## config.mk

```make
export PLATFORM = sky130hd
export DESIGN_NAME = uart_tx_serializer
export DESIGN_NICKNAME = d
export VERILOG_FILES = /design/src/rtl/uart_pkg.sv /design/src/rtl/byte_fifo.sv /design/src/rtl/uart_tx_serializer.sv
export SDC_FILE = /design/constraint.sdc
export NUM_CORES = 1
export LEC_CHECK = 0
export ABC_AREA = 1
export ABC_CLOCK_PERIOD_IN_PS = 2300
export CORE_AREA = 2 2 102 94
export CTS_CLUSTER_SIZE = 12
export DETAILED_ROUTE_END_ITERATION = 10
export DIE_AREA = 0 0 104 96
export GPL_TIMING_DRIVEN = 0
export PLACE_DENSITY = 0.61
export SETUP_SLACK_MARGIN = 0.2
export SLEW_MARGIN = 20
export SYNTH_ARGS = -nofsm -noshare
export SYNTH_HDL_FRONTEND = slang
export SYNTH_SLANG_ARGS = --single-unit
```

## constraint.sdc

```tcl
create_clock -name CLK -period 2.3 [get_ports CLK]
set_input_delay 0.69 -clock CLK [delete_from_list [all_inputs] [get_ports CLK]]
set_output_delay 0.69 -clock CLK [all_outputs]
set_load 0.005 [all_outputs]
```

## src/rtl/uart_pkg.sv

```systemverilog
// rtl/uart_pkg.sv - shared UART constants, TX state encoding and baud divisor helper
package uart_pkg;

  localparam int UART_DATA_BITS = 8;

  typedef enum logic [1:0] {
    UART_IDLE  = 2'd0,
    UART_START = 2'd1,
    UART_DATA  = 2'd2,
    UART_STOP  = 2'd3
  } uart_state_e;

  // Integer truncation: the real baud rate is slightly faster than nominal.
  function automatic int clks_per_bit(input int clock_freq, input int baud_rate);
    return clock_freq / baud_rate;
  endfunction

endpackage

```

## src/rtl/byte_fifo.sv

```systemverilog
// rtl/byte_fifo.sv - show-ahead FIFO with registered occupancy count
module byte_fifo
  import uart_pkg::*;
#(
  parameter int Width = UART_DATA_BITS,
  parameter int Depth = 4
) (
  input  logic                   CLK,
  input  logic                   RST,
  input  logic                   push,
  input  logic                   pop,
  input  logic [Width-1:0]       din,
  output logic [Width-1:0]       dout,
  output logic [$clog2(Depth):0] count,
  output logic                   full,
  output logic                   empty
);

  localparam int AddrW = $clog2(Depth);
  localparam int CntW  = AddrW + 1;
  localparam logic [CntW-1:0] FullCount = CntW'(Depth);

  if (Depth < 2 || (Depth & (Depth - 1)) != 0) begin : g_depth_check
    $error("byte_fifo Depth must be a power of two and at least 2");
  end

  logic [Width-1:0] mem_q [Depth];
  logic [AddrW-1:0] wr_ptr_q;
  logic [AddrW-1:0] rd_ptr_q;
  logic [CntW-1:0]  count_q;
  logic [CntW-1:0]  count_d;
  logic             do_push;
  logic             do_pop;

  assign full    = (count_q == FullCount);
  assign empty   = (count_q == '0);
  assign do_push = push && !full;
  assign do_pop  = pop && !empty;
  assign dout    = mem_q[rd_ptr_q];
  assign count   = count_q;

  always_comb begin
    count_d = count_q;
    case ({do_push, do_pop})
      2'b10:   count_d = count_q + CntW'(1);
      2'b01:   count_d = count_q - CntW'(1);
      default: count_d = count_q;
    endcase
  end

  // Storage carries no reset; only pointers and count define validity.
  always_ff @(posedge CLK) begin
    if (do_push) begin
      mem_q[wr_ptr_q] <= din;
    end
  end

  always_ff @(posedge CLK or negedge RST) begin
    if (!RST) begin
      wr_ptr_q <= '0;
      rd_ptr_q <= '0;
      count_q  <= '0;
    end else begin
      if (do_push) begin
        wr_ptr_q <= wr_ptr_q + AddrW'(1);
      end
      if (do_pop) begin
        rd_ptr_q <= rd_ptr_q + AddrW'(1);
      end
      count_q <= count_d;
    end
  end

endmodule

```

## src/rtl/uart_tx_serializer.sv

```systemverilog
// rtl/uart_tx_serializer.sv - buffered 8N1 UART transmitter fed by the row compressor
module uart_tx_serializer
  import uart_pkg::*;
#(
  parameter int ClockFreq = 100_000_000,
  parameter int BaudRate  = 115_200,
  parameter int FifoDepth = 4
) (
  input  logic                      CLK,
  input  logic                      RST,
  input  logic [UART_DATA_BITS-1:0] i_frame,
  input  logic                      i_frame_valid,
  output logic                      o_uart_allowed,
  output logic                      o_tx,
  output logic                      o_busy
);

  localparam int ClksPerBit = clks_per_bit(ClockFreq, BaudRate);
  localparam int TimerW     = (ClksPerBit < 2) ? 1 : $clog2(ClksPerBit);
  localparam int CntW       = $clog2(FifoDepth) + 1;
  localparam logic [TimerW-1:0] TimerLast = TimerW'(ClksPerBit - 1);
  localparam logic [2:0]        LastBit   = 3'(UART_DATA_BITS - 1);

  if (ClksPerBit < 2) begin : g_clks_check
    $error("ClockFreq / BaudRate must be at least 2");
  end

  uart_state_e               state_q;
  logic [TimerW-1:0]         timer_q;
  logic [2:0]                bit_idx_q;
  logic [UART_DATA_BITS-1:0] shift_q;
  logic                      tx_q;

  logic [UART_DATA_BITS-1:0] fifo_dout;
  logic [CntW-1:0]           fifo_count;
  logic                      fifo_full;
  logic                      fifo_empty;
  logic                      push;
  logic                      pop;
  logic                      bit_done;

  assign bit_done       = (timer_q == TimerLast);
  assign push           = i_frame_valid && o_uart_allowed;
  // Popping on the last stop cycle lets the next start bit follow with no idle gap.
  assign pop            = !fifo_empty &&
                          ((state_q == UART_IDLE) || ((state_q == UART_STOP) && bit_done));
  assign o_uart_allowed = !fifo_full;
  assign o_busy         = (state_q != UART_IDLE) || (fifo_count != '0);
  assign o_tx           = tx_q;

  byte_fifo #(
    .Width(UART_DATA_BITS),
    .Depth(FifoDepth)
  ) u_fifo (
    .CLK  (CLK),
    .RST  (RST),
    .push (push),
    .pop  (pop),
    .din  (i_frame),
    .dout (fifo_dout),
    .count(fifo_count),
    .full (fifo_full),
    .empty(fifo_empty)
  );

  // The line level trails the state by one cycle, so every bit still lasts ClksPerBit.
  always_ff @(posedge CLK or negedge RST) begin
    if (!RST) begin
      state_q   <= UART_IDLE;
      timer_q   <= '0;
      bit_idx_q <= '0;
      shift_q   <= '0;
      tx_q      <= 1'b1;
    end else begin
      case (state_q)
        UART_START: tx_q <= 1'b0;
        UART_DATA:  tx_q <= shift_q[0];
        default:    tx_q <= 1'b1;
      endcase

      case (state_q)
        UART_IDLE: begin
          if (pop) begin
            shift_q <= fifo_dout;
            timer_q <= '0;
            state_q <= UART_START;
          end
        end
        UART_START: begin
          if (bit_done) begin
            timer_q   <= '0;
            bit_idx_q <= '0;
            state_q   <= UART_DATA;
          end else begin
            timer_q <= timer_q + TimerW'(1);
          end
        end
        UART_DATA: begin
          if (bit_done) begin
            timer_q <= '0;
            shift_q <= {1'b0, shift_q[UART_DATA_BITS-1:1]};
            if (bit_idx_q == LastBit) begin
              state_q <= UART_STOP;
            end else begin
              bit_idx_q <= bit_idx_q + 3'd1;
            end
          end else begin
            timer_q <= timer_q + TimerW'(1);
          end
        end
        UART_STOP: begin
          if (bit_done) begin
            timer_q <= '0;
            if (pop) begin
              shift_q <= fifo_dout;
              state_q <= UART_START;
            end else begin
              state_q <= UART_IDLE;
            end
          end else begin
            timer_q <= timer_q + TimerW'(1);
          end
        end
        default: state_q <= UART_IDLE;
      endcase
    end
  end

endmodule

```

# After elaboration in Yosys (flattened, before gate mapping)
# Memory sizes are Yosys's and may differ from the RTL's.
# Cells that the tools add are included.
# W data, S select, Z words.
# word_totals
register_bits	31
ramBits	32
inputBits	11
out_inout_bits	3
word_cells	71
n_memories	1
# classes
n_addsub	6
eq_ne	14
n_mux	22
reduce_logical	20
# mem_list
memory	words	word_bits	rd	rd_clocked_by_memory_dff	write_ports	line_no	text
u_fifo.mem_q	4	8	1	0	1	byte_fifo.sv:27	logic [Width-1:0] mem_q [Depth];
# ops
operator	n
$mux W8	3
$pmux W8 S3	1
$mux W10	2
$pmux W10 S2	1
$pmux W3 S2	2
$add A10 B1 Y10 const B	1
$eq A10 B10 Y1 const B	1
$mux W2	5
$ne A2 B2 Y1 const B	5
$mux W3	3
$pmux W2 S4	1
$add A3 B1 Y3 const B	2
$eq A2 B2 Y1 const B	3
$eq A3 B3 Y1 const B	2
$reduce_bool A2 Y1	3
$reduce_bool A3 Y1	2
$logic_and A1 B1 Y1	5
$reduce_and A5 Y1	1
$add A2 B1 Y2 const B	2
$eq A2 B1 Y1 const B	2
$reduce_and A4 Y1	1
$logic_not A3 Y1	1
$mux W1	3
$reduce_and A3 Y1	1
7 further kinds	9

# Logic depth before layout (Yosys ltp)
# logic_depth
depth_word	7
mapped_depth	13
ltp_nobuf	13

# By module
# A second synthesis with hierarchy kept.
# hier_totals
hier_cells	342
area_unflattened_um2	3175.5
# by_module_without_submodules
module	n_inst	cells_per_inst	area_each_um2	seq_area_each_um2
byte_fifo	1	154	1751.7	1136.1
uart_tx_serializer	1	188	1423.9	601.8

# Worst setup path after synthesis
# Ideal clock, no wire load.
# synth_path
path_kind	register to register
startpoint	register state_q[0]
endpoint	register u_fifo.count_q[2] (netlist: u_fifo.count[2])
setup_time_ns	0.124
arrival_ns	2.135
t_required_ns	2.176
setup_slack_ns	0.041
path_stages_with_launch	13
path_buffers	0
synth_period_minus_slack_ns	2.259
path_cell_list	dfrtp_1 -> inv_1 -> ha_1 -> inv_1 -> a21oi_1 -> nand2_4 -> inv_1 -> ha_1 -> inv_1 -> fa_1 -> a21oi_1 -> o21ai_0 -> xnor2_1
# synth_between
elab_chain_len	7
word_cells_on_any_way	10
classes_between	eq/ne: 3; mux: 1; reduce/logical: 6
# synth_lines
item	line_no	text
start, declared	uart_tx_serializer.sv:28	uart_state_e state_q;
start signal, assigned	uart_tx_serializer.sv:69	state_q <= UART_IDLE;
start signal, assigned	uart_tx_serializer.sv:86	state_q <= UART_START;
start signal, assigned	uart_tx_serializer.sv:93	state_q <= UART_DATA;
$eq A2 B2 Y1	uart_tx_serializer.sv:46	((state_q == UART_IDLE) || ((state_q == UART_STOP) && bit_done));
$logic_and A1 B1 Y1	uart_tx_serializer.sv:46	
$logic_or A1 B1 Y1 (*)	uart_tx_serializer.sv:46	
$logic_and A1 B1 Y1 (*)	uart_tx_serializer.sv:45	assign pop = !fifo_empty &&
$logic_and A1 B1 Y1 (*)	byte_fifo.sv:38	assign do_pop = pop && !empty;
net u_fifo.do_pop	byte_fifo.sv:33	logic do_pop;
$eq A2 B1 Y1 or $eq A2 B2 Y1 (tied branches)	byte_fifo.sv:44	case ({do_push, do_pop})
$pmux W3 S2 or $reduce_bool A2 Y1 (tied branches)	--	
end signal, assigned	byte_fifo.sv:70	count_q <= count_d;
end, declared	byte_fifo.sv:30	logic [CntW-1:0] count_q;
# Mark *: on every way through the listed nets, which the timed path passes. The rest lies on a longest branch.
# A chain may end at the register's enable or synchronous reset.

# Final worst setup path
# layout_path
startpoint	register timer_q[1]
endpoint	register u_fifo.count_q[2] (netlist: u_fifo.count[2])
# layout_between
elab_chain_len	7
word_cells_on_any_way	9
classes_between	eq/ne: 3; mux: 1; reduce/logical: 5
# layout_lines
item	line_no	text
start, declared	uart_tx_serializer.sv:29	logic [TimerW-1:0] timer_q;
start signal, assigned	uart_tx_serializer.sv:95	timer_q <= timer_q + TimerW'(1);
start signal, assigned	uart_tx_serializer.sv:108	timer_q <= timer_q + TimerW'(1);
start signal, assigned	uart_tx_serializer.sv:121	timer_q <= timer_q + TimerW'(1);
$eq A10 B10 Y1 (*)	uart_tx_serializer.sv:42	assign bit_done = (timer_q == TimerLast);
$logic_and A1 B1 Y1 (*)	uart_tx_serializer.sv:46	
$logic_or A1 B1 Y1 (*)	uart_tx_serializer.sv:46	
$logic_and A1 B1 Y1 (*)	uart_tx_serializer.sv:45	
$logic_and A1 B1 Y1 (*)	byte_fifo.sv:38	
net u_fifo.do_pop	byte_fifo.sv:33	
$eq A2 B1 Y1 or $eq A2 B2 Y1 (tied branches)	byte_fifo.sv:44	
$pmux W3 S2 or $reduce_bool A2 Y1 (tied branches)	--	
# Marked as above.

==> impl_metrics.tcl <==
set metrics [dict create \
    status "complete, no violations" \
    fillers 863 \
    p_clk_share_pct 19.4 \
    die_h_microns 96 \
    synth_seq_area_share_pct 57.1 \
    place_area_sq_mm 0.00336 \
    clkLatencyLatePin_ns 0.34 \
    fmax_mhz 486 \
    drtIter0Drc 148 \
    hold_path.class "in -> async" \
    synth_commonest_cells "92 x nand2_1, 41 x nand3_1, 32 x edfxtp_1" \
    h-tree-depth 3 \
    synth.avg_cell_area_sq_um 9.85 \
    grt_first_pass_wirelength_microns 10300 \
    wl_microns 6130 \
    synthesis.instances 309 \
    ff_latch_area_sq_mm 0.00174 \
    final_hold_viol_count 0 \
    fin_crit_ns 2.06 \
    cp_common_cell "nand2_4" \
    p_sw_share_pct 39.0 \
    post-route-period-util_pct 89.6 \
    max_stage_delay_ns 0.41 \
    syn_nets 334 \
    final.setup.tns_ns 0 \
    holdWs_ns 0.295 \
    synthArstFlopShare_pct 49.2 \
    power_density_mw_per_mm2 1240 \
    rsz0062_at_grt "true" \
    leakagePower_nw 1.65 \
    worst_slew_pin_slew_ns 0.789 \
    p_int_mw 2.89 \
    yosysMostFrequentCell "nand2_1" \
    nets 382 \
    antenna_found_initial 0 \
    p_comb_share_pct 45.5 \
    max_slew_margin_pct 47.2 \
    wl_per_cell_microns 12.7 \
    cts-buffers-inserted 9 \
    fin_area_sq_mm 0.00380 \
    slew_violations 0 \
    ios 14 \
    crit_arrival_ns 2.29 \
    synthTopCellsByArea "edfxtp_1 32%, dfrtp_1 25%, nand2_1 11%" \
    area_growth_pct 24.9 \
    synth_area_sq_mm 0.00304 \
    clk_pin_slew_worst_paths_ns 0.07 \
    clockBufferDepth 2 \
    die_area_sq_mm 0.00998 \
    dr.pass1.iters 4 \
    cts_tree "built" \
    multi_input_area_sq_mm 0.00124 \
    worstPathMaxFanout 3 \
    postRouteAntennaNets 0 \
    core_sq_mm 0.00892 \
    synth_top_cell_by_area "edfxtp_1" \
    crit_type "reg -> reg" \
    critPathRequiredTime_ns 2.53 \
    setup_viol 0 \
    cap_violations 0 \
    antenna_cells 0 \
    routed_via_density 4.60 \
    sequentialPowerShare_pct 35.2 \
    drc 0 \
    synth-edff-count 32 \
    synthDistinctLibCells 34 \
    numPortBuffers 13 \
    initial_utilization_pct 34.1 \
    clock_skew_ns 0.00442 \
    dp_hpwl_microns 3950 \
    grt_usage_pct 13.2 \
    p_sw_mw 1.85 \
    root_buffer "clkbuf_8" \
    gp_congestion 0.807 \
    synth_seq_cells 63 \
    ys_warn_count 0 \
    grt_max_degree 18 \
    cp-startpoint "timer_q[1]$_DFFE_PN0P_" \
    rows 33 \
    ys.flop_type "edfxtp_1" \
    overflow 0 \
    first_global_vias 2144 \
    synth_top_area_share_pct 31.6 \
    cts_sinks 63 \
    endpoint_kind "flop" \
    critPathLaunchType "flop" \
    rr_startpoint "timer_q[1]$_DFFE_PN0P_" \
    drive_above_1_share_pct 22.7 \
    vias 2226 \
    die_w_microns 104 \
    ir_worst_vdd_mv 0.498 \
    critPathSlowestCell "dfrtp_1" \
    worstPathCellList "ha_4 -> nand2_4 -> nor2_4 -> nand3_2 -> nand2_4 -> nand2_4 -> inv_4 -> ha_4 -> inv_4 -> fa_2 -> a21oi_2 -> o21ai_1 -> xnor2_1" \
]
-- metrics by stage --
| stage | power (mW) | utilization [%] | setup WS, ns | instances |
|---|---|---|---|---|
| 6_report | 4.73 | 42.6 | 0.240 | 484 |
| 5_1_grt | 5.12 | 42.6 | 0.111 | 484 |
| 4_1_cts | 4.56 | 41.1 | 0.184 | 472 |
| 3_5_place_dp | 3.42 | 37.7 | -0.134 | 445 |
| 3_3_place_gp | 3.36 | 37.4 | -0.154 | 444 |
| 2_1_floorplan | 2.94 | - | 0.181 | 309 |
-- worst max-delay path, delay by kind of cell (launching register included) --
kind / cells / cell delay, ns
AOI/OAI and AO/OA: 2 / 0.21
xor gates and xnor gates: 1 / 0.12
adders and majority gates: 3 / 0.70
buffers and inverters: 2 / 0.11
DFF: 1 / 0.41
and+or+nand+nor: 5 / 0.40
-- final cells by class --
type                    count  share of cell area, %
plain buffers               7                   1.15
flip-flops and latches     63                   45.8
clock inverters             7                   1.68
well taps                 122                   4.01
clock buffers               9                   3.26
multi-input cells         211                   32.5
repair buffers             37                   8.62
inverters                  28                   2.93
-- final timing paths --
check                                         endpoint  slack, ns  cells after the start
max reg2reg                u_fifo.count[2]$_DFFE_PN0P_       0.24                     13
max                        u_fifo.count[2]$_DFFE_PN0P_       0.24                     13
min                           bit_idx_q[0]$_DFFE_PN0P_       0.30                      1
min reg2reg                     shift_q[5]$_DFFE_PN0P_       0.47                      2
min in group CLK                shift_q[5]$_DFFE_PN0P_       0.47                      2
max in group asynchronous       timer_q[0]$_DFFE_PN0P_       1.57                      2
-- routing by layer --
| metal | routed length (microns) | track usage (%) |
|---|---|---|
| met2 | 2910 | 21.2 |
| met1 | 2850 | 17.2 |
| met5 | 0 | 0 |
| met4 | 89 | 6.53 |
| met3 | 277 | 2.91 |
-- sequential cells by signal, summed over array words and instances, names as in the netlist --
signal	cells
u_fifo.wr_ptr_q	2
bit_idx_q	3
u_fifo.mem_q	32
o_tx	1
shift_q	8
timer_q	10
u_fifo.rd_ptr_q	2
state_q	2
u_fifo.count	3
-- kinds of logic after synthesis --
| kind of cell | Yosys count | share of synthesized area, % |
|---|---|---|
| compound gates | 28 | 5.30 |
| xor+xnor | 7 | 2.01 |
| flops | 63 | 57.1 |
| simple gates | 162 | 24.7 |
| buf+inv | 35 | 4.93 |
| fa+ha+maj | 14 | 6.00 |
-- power groups by stage --
stage	combinational [mW]	sequential [mW]	clock, mW
global placement	1.68	1.68	0
CTS	1.97	1.66	0.941
detailed placement	1.74	1.68	0
floorplan	1.30	1.65	0
finish	2.15	1.66	0.916
global route	2.44	1.69	0.991
-- cells in the final DEF, fill, tap and decap left out, drive strengths merged, types with 2 or more instances in the layout --
master / netlist / layout
nand2: 98 / 98
nand3: 42 / 42
edfxtp: 32 / 32
buf: 7 / 32
dfrtp: 30 / 30
inv: 26 / 26
nor2: 15 / 15
ha: 13 / 13
o21ai: 13 / 13
clkdlybuf4s50: 0 / 10
a21oi: 10 / 10
clkbuf: 0 / 9
clkinv: 2 / 5
xor2: 4 / 4
nor3: 4 / 4
o22ai: 3 / 3
xnor2: 3 / 3
clkinvlp: 0 / 3
nand4: 2 / 2
-- timing repair --
action                                  4_1_cts  5_1_grt
pin swaps                                     7       11
hold buffers                                  0        0
endpoints found under the setup margin        4       19
setup buffers                                11       12
gates resized for setup                      12       15
No activity file was read; power rests on OpenSTA's default activity.
